### config.mk
export PLATFORM = sky130hd
export DESIGN_NAME = sr_shift_ctrl
export DESIGN_NICKNAME = d
export VERILOG_FILES = /design/src/rtl/sr_shift_ctrl.sv
export SDC_FILE = /design/constraint.sdc
export NUM_CORES = 1
export LEC_CHECK = 0
export CORE_MARGIN = 5
export CORE_UTILIZATION = 28
export DETAILED_ROUTE_END_ITERATION = 10
export MAX_ROUTING_LAYER = met4
export REMOVE_ABC_BUFFERS = 1
export SYNTH_ARGS = -nofsm -noshare
export SYNTH_HDL_FRONTEND = slang
export SYNTH_SLANG_ARGS = --single-unit
### constraint.sdc
create_clock -name clk -period 2.4 [get_ports clk]
set_input_delay 0.24 -clock clk [delete_from_list [all_inputs] [get_ports clk]]
set_output_delay 0.24 -clock clk [all_outputs]
set_load 0.1 [all_outputs]
### src/rtl/sr_shift_ctrl.sv
`default_nettype none
// ============================================================================
// Module      : sr_shift_ctrl
// Description : Word-level sequencer for a serial-in/parallel-out shift-right
//               register. Serializes a handshaked word LSB first, then captures
//               the register's parallel output as a one-cycle rx pulse.
// Revision    : 1.0 - initial release
// ============================================================================
module sr_shift_ctrl #(
    parameter int WIDTH = 4,
    parameter int CNT_W = 5
) (
    input  logic             clk,
    input  logic             rst,
    input  logic             tx_valid,
    output logic             tx_ready,
    input  logic [WIDTH-1:0] tx_data,
    input  logic             abort,
    output logic             sr_en,
    output logic             sr_in,
    input  logic [WIDTH-1:0] sr_q,
    output logic             rx_valid,
    output logic [WIDTH-1:0] rx_data,
    output logic             busy
);

    typedef enum logic [1:0] {
        ST_IDLE    = 2'd0,
        ST_SHIFT   = 2'd1,
        ST_CAPTURE = 2'd2
    } state_t;

    localparam logic [CNT_W-1:0] C_LAST = CNT_W'(WIDTH - 1);

    state_t           r_state;
    state_t           w_state_nxt;
    logic [CNT_W-1:0] r_cnt;
    logic [CNT_W-1:0] w_cnt_nxt;
    logic [WIDTH-1:0] r_shadow;
    logic [WIDTH-1:0] w_shadow_nxt;
    logic             w_capture;
    logic             w_sr_in_nxt;

    always_comb begin
        w_state_nxt  = r_state;
        w_cnt_nxt    = r_cnt;
        w_shadow_nxt = r_shadow;
        w_capture    = 1'b0;
        case (r_state)
            ST_IDLE: begin
                // abort is deliberately ignored here: a word offered with abort is still taken
                if (tx_valid) begin
                    w_shadow_nxt = tx_data;
                    w_cnt_nxt    = '0;
                    w_state_nxt  = ST_SHIFT;
                end
            end
            ST_SHIFT: begin
                if (abort) begin
                    w_state_nxt = ST_IDLE;
                end else if (r_cnt == C_LAST) begin
                    w_state_nxt = ST_CAPTURE;
                end else begin
                    w_cnt_nxt = r_cnt + CNT_W'(1);
                end
            end
            ST_CAPTURE: begin
                w_state_nxt = ST_IDLE;
                w_capture   = ~abort;
            end
            default: begin
                w_state_nxt = ST_IDLE;
            end
        endcase
    end

    // Outputs are registered from the next state, so sr_in lines up with the cycle sr_en is high
    assign w_sr_in_nxt = |(w_shadow_nxt & (WIDTH'(1) << w_cnt_nxt));

    always_ff @(posedge clk or negedge rst) begin
        if (!rst) begin
            r_state  <= ST_IDLE;
            r_cnt    <= '0;
            r_shadow <= '0;
            tx_ready <= 1'b1;
            sr_en    <= 1'b0;
            sr_in    <= 1'b0;
            rx_valid <= 1'b0;
            rx_data  <= '0;
            busy     <= 1'b0;
        end else begin
            r_state  <= w_state_nxt;
            r_cnt    <= w_cnt_nxt;
            r_shadow <= w_shadow_nxt;
            tx_ready <= (w_state_nxt == ST_IDLE);
            busy     <= (w_state_nxt != ST_IDLE);
            sr_en    <= (w_state_nxt == ST_SHIFT);
            sr_in    <= (w_state_nxt == ST_SHIFT) && w_sr_in_nxt;
            rx_valid <= w_capture;
            if (w_capture) begin
                rx_data <= sr_q;
            end
        end
    end

endmodule
`default_nettype wire

# Yosys cells after proc, flatten, opt, wreduce, memory -nomap -nowiden

Cells that the tools add are included.

Input bits: 12
Word-level logic and storage cells: 33
Output and inout bits: 9
Bits in registers: 20

Equal/unequal tests: 4
Bitwise logic cells: 2
$add $sub $neg: 1
Shift operators: 1
Reductions and logical operators: 5
Multiplexer cells: 11

Operators with widths:

| operator            | count |
|---|---|
| $mux 5              | 3 |
| $pmux 5 s2          | 1 |
| $mux 4              | 2 |
| $mux 2              | 3 |
| $add 5x1->5 const B | 1 |
| $eq 5x2->1 const B  | 1 |
| $shl 1x5->4 const A | 1 |
| $and 4x4->4         | 1 |
| $eq 2x1->1 const B  | 2 |
| $logic_not 2->1     | 2 |
| $pmux 2 s2          | 1 |
| $reduce_or 4->1     | 1 |
| $eq 2x2->1 const B  | 1 |
| $reduce_bool 2->1   | 1 |
| $logic_and 1x1->1   | 1 |
| $mux 1              | 1 |
| $not 1->1           | 1 |

# Depth between registers and ports, before layout

Word-level depth: 8
Mapped depth: 7
Mapped depth without buffers: 6

# Worst setup path before layout

No wires, ideal clock.

Kind: register to register
Start: reg r_cnt[1]
End: reg sr_in
Library setup time: 111 ps
Stages on the path, launching flop included: 7
Required time: 2,289 ps
Setup slack: 569 ps
Arrival: 1,719 ps
Buffers on the path: 0
Period minus slack after synthesis: 1,831 ps
Cells stage by stage: dfrtp_1 > ha_1 > or4b_4 > nand3_2 > a21o_2 > o211ai_2 > a2111oi_2

Longest elaborated chain between the ends: 8
Elaborated cells on any way between the ends: 14
Those cells by class: add/sub (1); eq/ne (2); shift (1); mux (7); bitwise (1); reduce/logical (2)

RTL lines:

| what                                             | line   | text |
|---|---|---|
| start, declared                                  | 37     | `logic [CNT_W-1:0] r_cnt;` |
| start signal, assigned                           | 93     | `r_cnt <= w_cnt_nxt;` |
| $add 5x1->5 / $eq 5x2->1 (equally long branches) | 64, 61 |  |
| $mux 5                                           | 61     | `end else if (r_cnt == C_LAST) begin` |
| $mux 5                                           | 59     | `if (abort) begin` |
| $pmux 5 s2                                       | 49     | `case (r_state)` |
| $shl 1x5->4                                      | 78     | `assign w_sr_in_nxt = \|(w_shadow_nxt & (WIDTH'(1) << w_cnt_nxt));` |
| $and 4x4->4                                      | 78     |  |
| $reduce_or 4->1                                  | 78     |  |
| $logic_and 1x1->1 (*)                            | 98     | `sr_in <= (w_state_nxt == ST_SHIFT) && w_sr_in_nxt;` |
| end signal, assigned                             | 98     |  |
| end, declared                                    | 20     | `output logic sr_in,` |

Every way passes the cells marked *; elsewhere a longest branch is shown, timed or not.
A chain may end at the register's enable or synchronous reset.

# Final worst setup path

Start: reg r_cnt[1]
End: reg sr_in

Elaborated cells on any way between the ends: 14
Those cells by class: add/sub (1); eq/ne (2); shift (1); mux (7); bitwise (1); reduce/logical (2)

RTL lines:

| what               | line | text |
|---|---|---|
| $eq 5x2->1         | 61   |  |
| $mux 2             | 61   |  |
| $mux 2             | 59   |  |
| $pmux 2 s2         | 49   |  |
| net w_state_nxt[0] | 36   | `state_t w_state_nxt;` |
| $eq 2x1->1         | 98   |  |
| $logic_and 1x1->1  | 98   |  |

The timed path passes the listed nets, and every way through them passes these cells.

==> impl_metrics.toml <==
[sta]
rsz0062_at_grt = "false"
setup_viol = 0
slew_violations = 0
fin_skew_ns = 0.00632
worst_pin_slew_ns = 0.485
finalHoldViolCount = 0
max_freq_ghz = 0.489
fin_crit_sh = 0.852
tns_ns = 0
slew_headroom = 0.673
fin_crit_ns = 2.04

[critical_path]
crit_path_start = "r_cnt[1]"
path_class = "flop to flop"
worstReg2RegEnd = "sr_in"
worst_r2r_path_depth = 6
r2r_slack_ns = 0.36
crit_arrival_ns = 2.24
required_ns = 2.60
cp-start-kind = "flop"
setup.worst_path.end_class = "flop"
crit_fanout = 7
timing.rr.start = "r_cnt[1]"

[cts]
clockBufferDepth = 2
cts.reportedPaths.clkPinSlew_ns = 0.11
ctsResizeCount = 0
cts_tree = "yes"
postCtsSetupRepairBufs = 0
ctsHoldBuffers = 0
insertion_delay_ns = 0.29
cts-root-buf = "clkbuf_4"
cts_buffers = 3
htreeDepth = 1
cts_sinks = 20

[final_layout]
final_common_cell = "dfrtp_1"
antenna_cells_inserted = 0
nNetsFinal = 117
layout_common_cells = "19 x dfrtp_1, 11 x clkdlybuf4s50_1, 11 x buf_4, 9 x o21ai_0"
layout-drive-gt1-share = 0.359
stdcell_count = 149
area_growth_pct = 26.9

[floorplanning]
dieArea_um2 = 4730
rows = 21
initial_utilization = 0.290
die_h_um = 68.8
die_x_um = 68.8
core_um2 = 3340
io_pins = 21

[synthesis]
synth_area_um2 = 968
postSynthCellCount = 79
synth_top_flop_cell = "dfrtp_1"
yosysSeqAreaShare = 0.518
ys_ff_latch = 20
ys_async_sr_fraction = 1.00
synth_edf_count = 0
yosysWarnings = 0
synth_cell_types = 31
syn_avg_cell_area_um2 = 12.3

[global_route]
antenna_found_initial = 0
grt-ovfl-total = 0
grt_pass1_vias = 698
grt_usage = 0.0956
grt_pass1_wl_mm = 3.24
grt_max_degree = 21

[placed_design]
dpl.cell_count = 145
dp_hpwl_mm = 1.48
place.gp.congestion = 0.845
port_buffers = 20

[drt]
routed_wl_mm = 1.89
vias = 700
drtAntennaViolNets = 0
drt_iter0_drc = 20
first_pass_iters = 4
avgViaCountPerCell = 4.70
drc = 0
wire_per_inst_um = 12.7

[outcome]
status = "finished, final reports clean"

[run]
cap_violations = 0

[power_and_ir_drop]
vdd_drop_max_v = 0.000443
leakage_uw = 0.000549
powerDensity_nw_per_um2 = 1070

[worst_hold_path]
hp-class = "input port to asynchronous set/reset pin"
[area by class of cell]
class                   count  area (um2)
repair buffers             22         193
well taps                  46        57.6
flip-flops and latches     20         502
multi-input cells          53         435
clock buffers               4        26.3
fillers                   322        2110
inverters                   4        15.0
[synth_stat cells (2+ instances only)]
cell,instances,area [um2]
mux2_2,7,78.8
dfrtp_1,19,475
o21ai_0,9,45.0
o211ai_2,2,25.0
a21o_2,2,17.5
nand3_1,2,10.0
nand2_1,7,26.3
nor2_1,2,7.51
a21oi_1,2,10.0
nor3b_2,3,37.5
inv_1,4,15.0
[metrics by stage]
step / util / area, um2 / setup WS (ns) / total power [uW] / hold slack [ns]
2_1_floorplan: - / 952 / 0.569 / 1020 / -0.0556
3_3_place_gp: 0.360 / 1200 / 0.326 / 1160 / 0.487
3_5_place_dp: 0.360 / 1200 / 0.268 / 1170 / 0.496
4_1_cts: 0.368 / 1230 / 0.362 / 1330 / 0.278
5_1_grt: 0.368 / 1230 / 0.209 / 1390 / 0.285
6_report: 0.368 / 1230 / 0.356 / 1320 / 0.274
[state kept, by name (all words and copies together), names as in the netlist]
| name | flops |
|---|---|
| sr_in | 1 |
| r_shadow | 4 |
| rx_valid | 1 |
| busy | 1 |
| tx_ready | 1 |
| sr_en | 1 |
| rx_data | 4 |
| r_state | 2 |
| r_cnt | 5 |
[routing by layer]
metal / part of all wire / vias up / track usage / wire, um
met5: 0 / - / - / 0
met4: 0.013 / 0 / 0.0292 / 25
met2: 0.51 / 17 / 0.151 / 962
met3: 0.048 / 2 / 0.0292 / 90
li1: - / 336 / - / -
met1: 0.43 / 345 / 0.117 / 810
[critical path, cell delays in order, from the launching register on]
cell       delay, ns
dfrtp_1         0.40
ha_1            0.29
nor4b_2         0.41
o21ai_1         0.17
o21ai_2         0.20
o211ai_2        0.12
a2111oi_2       0.35
[worst max-delay path by stage]
stage / endpoint / slack [ns] / cells past startpoint
floorplan: sr_in / 0.57 / 6
global placement: sr_in / 0.33 / 6
detailed placement: sr_in / 0.27 / 6
CTS: sr_in / 0.36 / 6
global route: sr_in / 0.21 / 6
finish: sr_in / 0.36 / 6
[cells by family (layout without fill, tap and decap cells)]
logic type                 Yosys count  in the layout  synth area share
buffers and inverters                6             30            0.0323
DFF                                 20             20             0.518
adders and majority gates            1              1            0.0129
muxes                                8              8            0.0917
and+or+nand+nor                     24             24             0.199
AOI/OAI and AO/OA                   20             20             0.146
[where the power goes]
part	internal, uW	leakage (uW)	switching (uW)	total [uW]
combinational	208	0.000276	471	680
sequential	427	0.000258	52.7	480
clock	64.7	0.0000150	95.5	160
Power figures use the tool's default switching activity.
==> variant 1: new RTL, same flow settings <==
Make the reset (`rst`) synchronous in one clocked block.
--- a/src/rtl/sr_shift_ctrl.sv
+++ b/src/rtl/sr_shift_ctrl.sv
@@ -78,5 +78,5 @@
     assign w_sr_in_nxt = |(w_shadow_nxt & (WIDTH'(1) << w_cnt_nxt));
 
-    always_ff @(posedge clk or negedge rst) begin
+    always_ff @(posedge clk) begin
         if (!rst) begin
             r_state  <= ST_IDLE;
Check against the original RTL: differs if rst is asserted again (counterexample within 4 cycles, from zero or initial values and one cycle with rst low); with rst held inactive, the same outputs for 10 cycles.
==> variant 1 against the unedited design <==
- design area is 2.1% higher
- routed wire length is 14% higher
- area after synthesis decreased by 1.9%
- sequential cell count unchanged
- worst hold slack better by 0.26 ns
- non-clock buffer count rose by 3
- setup slack got worse by 0.11 ns
- utilization rose by 1.1 points
- clock skew is 0.0040 ns higher
Power is not compared: it rests on default switching activity, and its combinational part moved more than twofold at a synthesized area within 25%.
==> variant 1: results (changes against the unedited design) <==
metric;value;unit;change
synth_common_cells;dfxtp_1, mux2i_1, nor2b_1, o21ai_0, nand2_1;;
multi_input_gates;69;;+30%
grt_use_total;10.6;%;+1.0 points
crit_fanout;5;;-2
dp.cells;164;;+13%
status;finished, final reports clean;;
grt_pass1_vias;749;;+7.3%
drt-vias-per-instance;4.69;;-0.16%
synthAdderAreaFrac;1.32;%;+0.026 points
ys_seq_area_share;42.2;%;-9.6 points
cp-endpoint;sr_in$_SDFF_PN0_;;
buffers_excl_clock;25;;+14%
wl_met1;968;µm;+20%
fin_cells;168;;+13%
critPathSlowestCell;dfxtp_1;;
place_area;1190;µm²;-0.73%
fillers;361;;+12%
drt-total-wl;2150;µm;+14%
synth_area_per_cell;9.89;µm²;-19%
fin_skew;0.0103;ns;+0.00402 ns
gp_congestion;0.801;;-5.2%
hold_path.class;input pin to flip-flop;;
grt_use_met3;2.63;%;-0.29 points
drt_iter0_markers;29;;+45%
design_area;1250;µm²;+2.1%
slew_headroom;72.4;%;+5.1 points
synth.area.top_cells;dfxtp_1, mux2i_1, nor2b_1;;
critical-path-max-stage-delay;0.45;ns;+0.04 ns
synth_xor_area_share;0.922;%;+0.92 points
wl_met2;1020;µm;+6.0%
nNetsFinal;136;;+16%
## variant 1: cell count changes in the layout (fill, tap and decap cells not counted), moves of 4 or more
cell	unedited run	this run
and2_1	0	4
dfrtp_1	19	0
dfxtp_1	0	20
mux2_2	7	1
mux2i_1	1	10
nor2b_1	0	9
## variant 1: logic make-up after synthesis
kind of cell             after synthesis
AND/OR/NAND/NOR                       39
flip-flops                            20
AO/OA/AOI/OAI                         17
multiplexers                          11
buffers and inverters                  7
XOR/XNOR                               1
adder cells (fa/ha/maj)                1
## variant 1: worst min-delay path by stage
stage | to | slack (ns) | cells after the start
after detailed placement | rx_data[2]$_SDFFE_PN0P_ | 0.52 | 2
after global routing | r_shadow[3]$_SDFF_PN0_ | 0.54 | 3
after floorplan | r_cnt[1]$_SDFF_PN0_ | 0.35 | 2
after CTS | rx_data[2]$_SDFFE_PN0P_ | 0.53 | 3
after global placement | rx_data[3]$_SDFFE_PN0P_ | 0.50 | 2
final | rx_data[2]$_SDFFE_PN0P_ | 0.53 | 3
==> variant 2: new RTL, config.mk and constraints unchanged <==
Made on the original files. The parameter `WIDTH` goes from 4 to 5.
--- a/src/rtl/sr_shift_ctrl.sv
+++ b/src/rtl/sr_shift_ctrl.sv
@@ -8,5 +8,5 @@
 // ============================================================================
 module sr_shift_ctrl #(
-    parameter int WIDTH = 4,
+    parameter int WIDTH = 5,
     parameter int CNT_W = 5
 ) (
Ports: changed (resized rx_data, sr_q and tx_data); port bits go from 21 to 24. The function was not compared with the original's and may differ.
==> variant 2 against the unedited design <==
- area after synthesis up 13%
- sequential cell count up 2
- power up 45%
- setup slack worse by 0.18 ns
- count of clock-buffer cells in the layout unchanged
- fmax down 8.1%
- utilization up 2.6 points
- final cell count up 19%
- routed wire length up 34%
- design area up 19%
- combinational power up 56%
- clock skew down 0.0053 ns
- critical endpoint unchanged
==> variant 2: results (changes against the unedited design) <==
metric;value;unit;change
p_int;0.000980;W;+40%
critical-path-max-stage-delay;0.46;ns;+0.05 ns
yosysTopAreaCell;dfrtp_1;;
grt_pass1_wl;4400;µm;+36%
critPathSlowestCell;or4b_1;;
wl_met2;1290;µm;+34%
drive_above_1_share;29.5;%;-6.5 points
met3WireLength;101;µm;+12%
dpl.hpwl;1940;µm;+31%
use_met2;17.7;%;+2.6 points
status;finished, final reports clean;;
use_met1;13.2;%;+1.5 points
crit_fanout;6;;-1
ys_seq_area_share;50.5;%;-1.4 points
dp.cells;173;;+19%
nNetsFinal;146;;+25%
clk_latency;0.26;ns;-0.03 ns
fillers;359;;+11%
drt-total-wl;2540;µm;+34%
worst_slew_pin_slew;0.364;ns;-0.122 ns
gp_congestion;0.888;;+5.2%
muxShareOfSynthArea;10.5;%;+1.4 points
fin_skew;0.00100;ns;-0.00531 ns
cts.clk_slew.worst_paths;0.08;ns;-0.03 ns
reg2reg_slack;0.18;ns;-0.18 ns
drt_iter0_markers;44;;+120%
wire_per_inst;14.3;µm;+13%
synthArstFlopShare;100;%;unchanged
synth.area.top_cells;dfrtp_1, mux2_2, nand2_1;;
fmax;450;MHz;-8.1%
synth_area_per_cell;11.4;µm²;-7.1%
synth_common_cells;dfrtp_1, nand2_1, mux2_2, inv_1, o21ai_0;;
grt_max_degree;23;;+9.5%
synth_cell_types;39;;+26%
grt_pass1_vias;934;;+34%
power.leakage;0.704;nW;+28%
io_buffer_count;23;;+15%
wl_met1;1090;µm;+34%
cp_top_family;simple AND/OR/NAND/NOR gates;;
reg2reg_depth;7;;+1
largestRegisters;r_cnt x5, r_shadow x5, rx_data x5;;
grt_use_total;11.1;%;+1.6 points
powerComb;0.00106;W;+56%
synthAdderAreaFrac;2.29;%;+1.0 points
hold_ws;0.328;ns;+0.0541 ns
arrival;2.38;ns;+0.14 ns
power_clock;0.000264;W;+65%
synth_compound_area_share;13.6;%;-0.98 points
place_ws;-0.0555;ns;-0.324 ns
via_count;868;;+24%
cts-root-buf;clkbuf_8;;
grt_use_met3;1.25;%;-1.7 points
variant 2: cell types whose count changed in the layout (fill, tap and decap cells not counted), moves of 3 or more:
| cell | delta |
|---|---|
| buf_4 | +9 |
| clkbuf_8 | +4 |
| o21ai_0 | -4 |
| clkbuf_4 | -3 |
| inv_1 | +3 |
| nand2_1 | +3 |
| nor3b_1 | +3 |
| nor3b_2 | -3 |
variant 2: cell type report:
class | count | area, µm² | area share [%]
repair buffers | 33 | 280 | 19.1
well taps | 48 | 60.1 | 4.10
multi-input cells | 63 | 490 | 33.5
inverters | 7 | 26.3 | 1.79
flip-flops and latches | 22 | 552 | 37.7
clock buffers | 4 | 55.1 | 3.76
variant 2: stage by stage:
step                      total power [W]  cell area (µm²)  setup TNS (ns)
after CTS                         0.00193             1460               0
after global routing              0.00203             1460               0
after floorplan                   0.00136             1060               0
after detailed placement          0.00166             1400         -0.0555
final                             0.00192             1460               0
after global placement            0.00164             1400               0
